File: config.mk
export PLATFORM = sky130hd
export DESIGN_NAME = seq_parser_p
export DESIGN_NICKNAME = d
export VERILOG_FILES = /design/src/rtl/seq_parser_p.sv
export SDC_FILE = /design/constraint.sdc
export NUM_CORES = 2
export LEC_CHECK = 0
export ABC_AREA = 1
export CAP_MARGIN = 40
export CORE_ASPECT_RATIO = 1.5
export CORE_MARGIN = 3
export CORE_UTILIZATION = 49
export DETAILED_ROUTE_END_ITERATION = 8
export DONT_BUFFER_PORTS = 1
export PLACE_DENSITY_LB_ADDON = 0.15
export SLEW_MARGIN = 10
export SYNTH_ARGS = -nofsm -noshare
export SYNTH_HDL_FRONTEND = slang
export SYNTH_HIERARCHICAL = 1
export SYNTH_SLANG_ARGS = --single-unit
File: constraint.sdc
create_clock -name clk -period 15.1 [get_ports clk]
set_input_delay 2.265 -clock clk [delete_from_list [all_inputs] [get_ports clk]]
set_output_delay 2.265 -clock clk [all_outputs]
set_load 0.05 [all_outputs]
File: src/rtl/seq_parser_p.sv
// Packs input words into fixed-size byte messages and queues them; optional drop counter via SEQ_PARSER_LOSTCNT_EN.
// Latency: the message appears on dataOut one cycle after its last beat. Input is never backpressured.
// Backpressure: a full queue drops the completed message and pulses packetLost, unless a pop lands on the same edge.

module seq_parser_p_fifo #(
    parameter int W     = 8,
    parameter int DEPTH = 2
) (
    input  logic         clk,
    input  logic         reset_b,
    input  logic         push,
    input  logic [W-1:0] pushData,
    input  logic         pop,
    output logic [W-1:0] head,
    output logic         full,
    output logic         empty
);
    localparam int AW = (DEPTH > 1) ? $clog2(DEPTH) : 1;

    logic [W-1:0]  mem [DEPTH];
    logic [AW-1:0] wrPtr;
    logic [AW-1:0] rdPtr;
    logic [AW:0]   count;

    assign full  = (count == (AW+1)'(DEPTH));
    assign empty = (count == '0);
    assign head  = mem[rdPtr];

    // A push while full is legal when a pop happens on the same edge.
    always_ff @(posedge clk or posedge reset_b) begin
        if (reset_b) begin
            wrPtr <= '0;
            rdPtr <= '0;
            count <= '0;
        end else begin
            if (push) wrPtr <= wrPtr + 1'b1;
            if (pop)  rdPtr <= rdPtr + 1'b1;
            case ({push, pop})
                2'b10:   count <= count + 1'b1;
                2'b01:   count <= count - 1'b1;
                default: count <= count;
            endcase
        end
    end

    always_ff @(posedge clk) begin
        if (push) mem[wrPtr] <= pushData;
    end
endmodule

module seq_parser_p #(
    parameter int IN_W      = 32,
    parameter int OUT_BYTES = 37,
    parameter int DEPTH     = 2
) (
    input  logic                               clk,
    input  logic                               reset_b,
    input  logic [IN_W-1:0]                    dataIn,
    input  logic                               dataIn_val,
    output logic                               dataIn_ready,
    input  logic                               dataIN_last,
    output logic [0:OUT_BYTES*8-1]             dataOut,
    output logic [$clog2(OUT_BYTES+1)-1:0]     dataOut_len,
    output logic                               dataOut_val,
    input  logic                               dataOut_ready,
    output logic                               packetLost
`ifdef SEQ_PARSER_LOSTCNT_EN
    ,
    output logic [15:0]                        lostCount
`endif
);
    localparam int NB = IN_W / 8;
    localparam int LW = $clog2(OUT_BYTES + 1);
    localparam int IW = (OUT_BYTES > 1) ? $clog2(OUT_BYTES) : 1;
    localparam int MW = OUT_BYTES * 8;
    localparam int EW = LW + MW;

    logic [7:0]    asmBuf  [OUT_BYTES];
    logic [7:0]    asmNext [OUT_BYTES];
    logic [LW-1:0] bytePtr;
    logic [LW-1:0] ptrNext;
    logic [0:MW-1] msgData;
    logic [0:MW-1] headData;
    logic [LW-1:0] headLen;
    logic [EW-1:0] head;
    logic          accept;
    logic          done;
    logic          pop;
    logic          push;
    logic          lost;
    logic          fifoFull;
    logic          fifoEmpty;

    assign dataIn_ready = !reset_b;
    assign accept       = dataIn_val && dataIn_ready;
    assign done         = accept && dataIN_last;
    assign dataOut_val  = !fifoEmpty;
    assign pop          = dataOut_val && dataOut_ready;
    assign push         = done && (!fifoFull || pop);
    assign lost         = done && fifoFull && !pop;

    // Merge the current beat into the buffer; bytes beyond OUT_BYTES fall off.
    always_comb begin
        int idx;
        asmNext = asmBuf;
        ptrNext = bytePtr;
        msgData = '0;
        idx     = 0;
        if (accept) begin
            for (int i = 0; i < NB; i++) begin
                idx = int'(bytePtr) + i;
                if (idx < OUT_BYTES) asmNext[IW'(idx)] = dataIn[IN_W-1-8*i -: 8];
            end
            if (int'(bytePtr) + NB >= OUT_BYTES) ptrNext = LW'(OUT_BYTES);
            else                                 ptrNext = bytePtr + LW'(NB);
        end
        for (int k = 0; k < OUT_BYTES; k++) msgData[8*k +: 8] = asmNext[k];
    end

    always_ff @(posedge clk or posedge reset_b) begin
        if (reset_b) begin
            for (int k = 0; k < OUT_BYTES; k++) asmBuf[k] <= '0;
            bytePtr    <= '0;
            packetLost <= 1'b0;
        end else begin
            packetLost <= lost;
            if (accept) begin
                if (dataIN_last) begin
                    for (int k = 0; k < OUT_BYTES; k++) asmBuf[k] <= '0;
                    bytePtr <= '0;
                end else begin
                    asmBuf  <= asmNext;
                    bytePtr <= ptrNext;
                end
            end
        end
    end

    seq_parser_p_fifo #(.W(EW), .DEPTH(DEPTH)) msgFifo (
        .clk      (clk),
        .reset_b  (reset_b),
        .push     (push),
        .pushData ({ptrNext, msgData}),
        .pop      (pop),
        .head     (head),
        .full     (fifoFull),
        .empty    (fifoEmpty)
    );

    assign headLen     = head[EW-1 -: LW];
    assign headData    = head[MW-1:0];
    // Stale FIFO storage is masked so an empty queue presents zeros.
    assign dataOut     = dataOut_val ? headData : '0;
    assign dataOut_len = dataOut_val ? headLen  : '0;

`ifdef SEQ_PARSER_LOSTCNT_EN
    always_ff @(posedge clk or posedge reset_b) begin
        if (reset_b)                                  lostCount <= '0;
        else if (packetLost && lostCount != 16'hFFFF) lostCount <= lostCount + 16'd1;
    end
`endif
endmodule

Yosys cells after proc, flatten, opt, wreduce, memory -nomap -nowiden --
Memory sizes are Yosys's and may differ from the RTL's. Index checks and enable logic that the tools add are counted.
Word-level totals: register bits after elaboration 307, RAM bits 604, output and inout port bits 305, word-level logic and storage cells 118, memories kept 1, input port bits 37
Cells by class: equal/unequal tests 3, $lt $le $gt $ge 13, multiplexer cells 29, reductions and logical operators 17, bitwise gates (word level) 4, $add $sub $neg 9
Memory list:
- msgFifo.mem | words 2, width 302, read ports 1, clocked after Yosys merged registers in 0, wr ports 1, line 20 | logic [W-1:0] mem [DEPTH];
Operators with widths (number):
- $mux W296 | 10
- $bwmux W296 | 4
- $demux W8 S6 | 4
- $mux W8 | 4
- $ge A6 B7 Y1 const B | 4
- $lt A6 B1 Y1 const B | 4
- $mux W6 | 4
- $not A6 Y6 | 4
- $lt A7 B6 Y1 const B | 3
- $add A6 B2 Y7 const B | 2
- $logic_and A1 B1 Y1 | 10
- $add A6 B1 Y7 const B | 1
- $add A6 B3 Y7 const B | 1
- $ge A7 B6 Y1 const B | 1
- $add A6 B3 Y6 const B | 1
- $lt A6 B6 Y1 const B | 1
- $eq A2 B2 Y1 const B | 2
- $logic_not A1 Y1 | 4
- $pmux W2 S2 | 1
- $add A1 B1 Y1 const B | 2
- $add A2 B1 Y2 const B | 1
- $eq A2 B1 Y1 const B | 1
- $logic_not A2 Y1 | 1
- $mux W1 | 2
- 3 further kinds | 3

Depth between registers and ports, before layout --
word-level depth 18, gate-level depth with buffers 19, mapped depth without buffers 16

Hierarchy --
Netlist, hierarchy kept.
By module, submodules not included:
- seq_parser_p | area each 27521.4 sq um, seq. area each 7582.3 sq um, times used 1, cells an instance 4631
- seq_parser_p_fifo | area each 22592.9 sq um, seq. area each 18237.5 sq um, times used 1, cells an instance 1602

Worst setup path after synthesis --
No wires, ideal clock.
path kind input to register, from in reset_b, to mem msgFifo/mem[0][0] (netlist bit) (enable), setup slack -8.935 ns, library setup time 0.970 ns, required time 14.130 ns, buffers on the path 1, stages 8, data arrival time 23.064 ns, path through inv_1 nand2_1 inv_1 nand2_1 clkbuf_1 nor2_1 inv_1 nor2_1
On the way: longest elaborated chain between the ends 6
Ends and longest elaborated chain:
- start, declared | line 57 | input logic reset_b,
- $logic_not A1 Y1 (no source line)
- $logic_and A1 B1 Y1 | line 95 | assign accept = dataIn_val && dataIn_ready;
- $logic_and A1 B1 Y1 | line 96 | assign done = accept && dataIN_last;
- $logic_and A1 B1 Y1 | line 99 | assign push = done && (!fifoFull || pop);
- via push | line 89 | logic push;
- $mux W1 | line 47 | if (push) mem[wrPtr] <= pushData;
- $mux W1 (not written as such) | line 47
- end, declared | line 20
The timed path passes the listed nets, and every way through them passes these cells.

Final worst setup path --
from reg msgFifo.rdPtr, to out dataOut[176] (netlist bit)
On the way: longest elaborated chain between the ends 2
Ends and longest elaborated chain:
- start, declared | line 22 | logic [AW-1:0] rdPtr;
- start signal, assigned | line 37 | if (pop) rdPtr <= rdPtr + 1'b1;
- $mem_v2 Z2 W302
- via head[119] | line 85 | logic [EW-1:0] head;
- $mux W296 | line 153 | assign dataOut = dataOut_val ? headData : '0;
- end, declared | line 62 | output logic [0:OUT_BYTES*8-1] dataOut,
The timed path passes the listed nets, and every way through them passes these cells.

==> impl_metrics.py <==
metrics = {
    "setup_path": {
        "cp-end-kind": "output pin",
        "startpoint_type": "register",
        "cp.required_ns": 12.84,
        "reg2reg_from": "bytePtr[0]$_DFFE_PP0P_",
        "reg2reg_setup_slack_ns": 11.02,
        "path_class": "register to output pin",
        "critPathLaunch": "msgFifo/rdPtr$_DFFE_PP0P_",
        "crit_fanout": 208,
        "r2r_end": "msgFifo/mem[0][289]$_DFFE_PP_",
        "worstRegToRegCells": 13,
        "arrival_ns": 4.15,
    },
    "synthesis": {
        "postSynthAreaPerCell_um2": 8.040,
        "synth_top_area_share_pct": 36.19,
        "synthesis.area_mm2": 0.05011,
        "synth_compound_area_share_pct": 9.368,
        "synth_top_area_cell": "edfxtp_1",
        "synth_top_family_by_area": "simple AND/OR/NAND/NOR gates",
        "synth.distinct_cells": 36,
        "yosys-top-cells-area": "edfxtp_1, dfrtp_1, nand2_1",
        "synth-simple-area-share_pct": 25.17,
        "ys_ff_latch": 911,
        "synth_fa_ha_area_share_pct": 0.1498,
        "synthFlopType": "edfxtp_1",
        "synthesis.nets": 6276,
        "yosysWarnings": 6,
        "ys_top_cells_by_count": "nand2_1, inv_1, nand3_1, edfxtp_1, nor2_1",
        "synth_mux_area_share_pct": 3.955,
        "synth_most_common_cell": "nand2_1",
        "async_flop_share_pct": 33.70,
        "ys_seq_area_share_pct": 51.52,
        "syn_inst": 6233,
        "synth-xor-area-share_pct": 0.2097,
        "synth_edf_count": 604,
    },
    "final_layout": {
        "multi_input_area_mm2": 0.01955,
        "area_growth_pct": 9.705,
        "nFillCells": 9357,
        "drive_gt1_share_pct": 8.600,
        "seqCellArea_mm2": 0.02582,
        "nets": 6176,
    },
    "clock_tree": {
        "post_cts_resized": 0,
        "path_clk_slew_ns": 0.06,
        "cts_tree": "done",
        "cts_hold_buf": 0,
        "htreeDepth": 3,
        "cts_root_buf": "clkbuf_16",
        "clk_latency_ns": 0.71,
        "cts_sinks": 911,
        "cts_setup_buffers": 0,
        "numCtsBuffers": 89,
        "max-clock-path-buffers": 3,
    },
    "pwr": {
        "power.share.combinational_pct": 45.1,
        "switchingPower_w": 0.004621,
        "power.leakage_nw": 27.56,
        "ir_drop_uv": 194.0,
        "clkPwrFrac_pct": 23.1,
        "intPower_w": 0.005276,
        "p_per_area_mw_per_mm2": 180.0,
        "p_seq_share_pct": 31.7,
        "netSwitchingFraction_pct": 46.69,
    },
    "route": {
        "wl_per_cell_um": 21.41,
        "num_vias": 42470,
        "wirelength_um": 160900,
        "via_per_inst": 5.651,
        "drc": 0,
        "antenna_left": 0,
        "drt_iter0_drc": 5070,
        "firstDrtPassIters": 6,
    },
    "placed_design": {
        "hpwl_um": 96250,
        "pre_cts_slack_ns": 8.325,
        "gp_congestion": 0.8990,
        "placement.io_buffers": 0,
    },
    "sta": {
        "rsz0062_at_grt": "false",
        "final.setup_skew_ns": 0.02654,
        "finalCritPeriodShare_pct": 42.46,
        "setup_tns_ns": 0,
        "worstMarginPinSlew_ns": 1.050,
        "finalHoldViolCount": 0,
        "min_period_ns": 6.411,
        "slew_headroom_pct": 30.01,
        "setup_viol": 0,
        "final_max_slew_viol_count": 0,
        "fmax_ghz": 0.1560,
        "finalWorstSetupSlack_ns": 8.689,
    },
    "grt": {
        "grt_start_max_net_pins": 261,
        "grt_pass1_vias": 39040,
        "gr-total-overflow": 0,
        "grt_first_pass_wirelength_um": 239600,
        "grt_usage_pct": 29.72,
        "antenna_found_initial": 1,
    },
    "die": {
        "fp.coreArea_mm2": 0.1014,
        "die-width_um": 267.1,
        "dieArea_mm2": 0.1062,
        "die_h_um": 397.7,
        "io_pins": 342,
        "core.rowCount": 143,
        "start_util_pct": 49.40,
    },
    "outcome": {
        "outcome": "finished clean",
    },
    "min_path": {
        "min_to": "msgFifo/mem[0][2]$_DFFE_PP_",
        "holdCritStartpoint": "asmBuf[2]$_DFFE_PP0P_",
        "whs_path_depth": 0,
        "hold_path_class": "register to register",
    },
    "run": {
        "cap_violations": 0,
    },
}
[worst max path at each step]
stage                                         end  slack [ns]  depth (start not counted)
floorplan             msgFifo/mem[1][0]$_DFFE_PP_        1.72                          8
detailed placement  msgFifo/mem[1][159]$_DFFE_PP_        8.33                         13
finish                               dataOut[176]        8.69                          6
CTS                                  dataOut[149]        8.65                          6
global placement    msgFifo/mem[1][154]$_DFFE_PP_        7.94                         11
global route                         dataOut[149]        8.33                          6
[final cells by class]
type / count / area share (%)
flip-flops and latches: 911 / 46.97
multi-input cells: 4109 / 35.56
inverters: 799 / 5.476
clock buffers: 117 / 4.370
repair buffers: 223 / 3.546
well taps: 1305 / 2.970
clock inverters: 50 / 1.099
diodes: 2 / 0.009103
[critical path: stages, from the launching register on]
cell	delay, ns
dfrtp_4	0.76
buf_4	0.75
buf_12	0.52
nand2_1	0.10
o21ai_1	0.20
inv_1	0.08
nor2_1	0.67
[logic make-up (layout without fill, tap and decap cells)]
logic type	count (synthesis)	after routing
flops	911	911
xor+xnor	9	9
fa+ha+maj	6	6
buf+inv	1213	1189
compound gates	923	923
simple gates	2973	2973
mux	198	198
other cells	0	2
[cells in the final DEF (no fill, tap or decap), types with 23 or more instances in the layout]
master / synthesis / routed
nand2_1: 1698 / 1697
inv_1: 745 / 727
nand3_1: 713 / 713
edfxtp_1: 604 / 604
nor2_1: 449 / 441
o21ai_1: 414 / 414
dfrtp_1: 307 / 306
a21oi_1: 276 / 276
buf_4: 26 / 206
mux2i_1: 198 / 198
o21ai_0: 194 / 194
clkbuf_16: 0 / 89
inv_2: 53 / 69
nor2_4: 34 / 41
nor2_2: 30 / 31
nand4_1: 23 / 23
[stage by stage]
stage	instances	total power (W)	utilization [%]	cell area, um^2	hold WS, ns
4_1_cts	7502	0.009947	54.08	54860	0.4607
2_1_floorplan	6233	0.006721	-	50130	0.4343
6_report	7516	0.009897	54.19	54980	0.4679
5_1_grt	7514	0.01043	54.19	54970	0.4788
3_3_place_gp	7181	0.007276	49.77	50490	0.4494
3_5_place_dp	7335	0.007656	51.12	51860	0.4554
[layer usage]
| metal | global-route usage, % | vias to the layer above | wire (um) |
|---|---|---|---|
| met4 | 17.16 | 0 | 10470 |
| li1 | - | 20010 | - |
| met1 | 37.02 | 19750 | 59330 |
| met3 | 5.444 | 559 | 15110 |
| met2 | 48.52 | 2149 | 76030 |
| met5 | 0 | - | 0 |
[flip-flops by register name (all words and copies together) (netlist names)]
name and cells:
msgFifo/rdPtr 1, msgFifo/mem 604, msgFifo/count 2, msgFifo/wrPtr 1, asmBuf 296, bytePtr 6, packetLost 1
[power groups by stage]
stage / clock network, W / logic (W) / registers (W)
finish: 0.00229 / 0.00447 / 0.00314
global route: 0.00244 / 0.00483 / 0.00317
CTS: 0.00233 / 0.00448 / 0.00314
detailed placement: 0 / 0.00447 / 0.00319
global placement: 0 / 0.00409 / 0.00318
floorplan: 0 / 0.00356 / 0.00316
(Power assumes the default switching activity.)
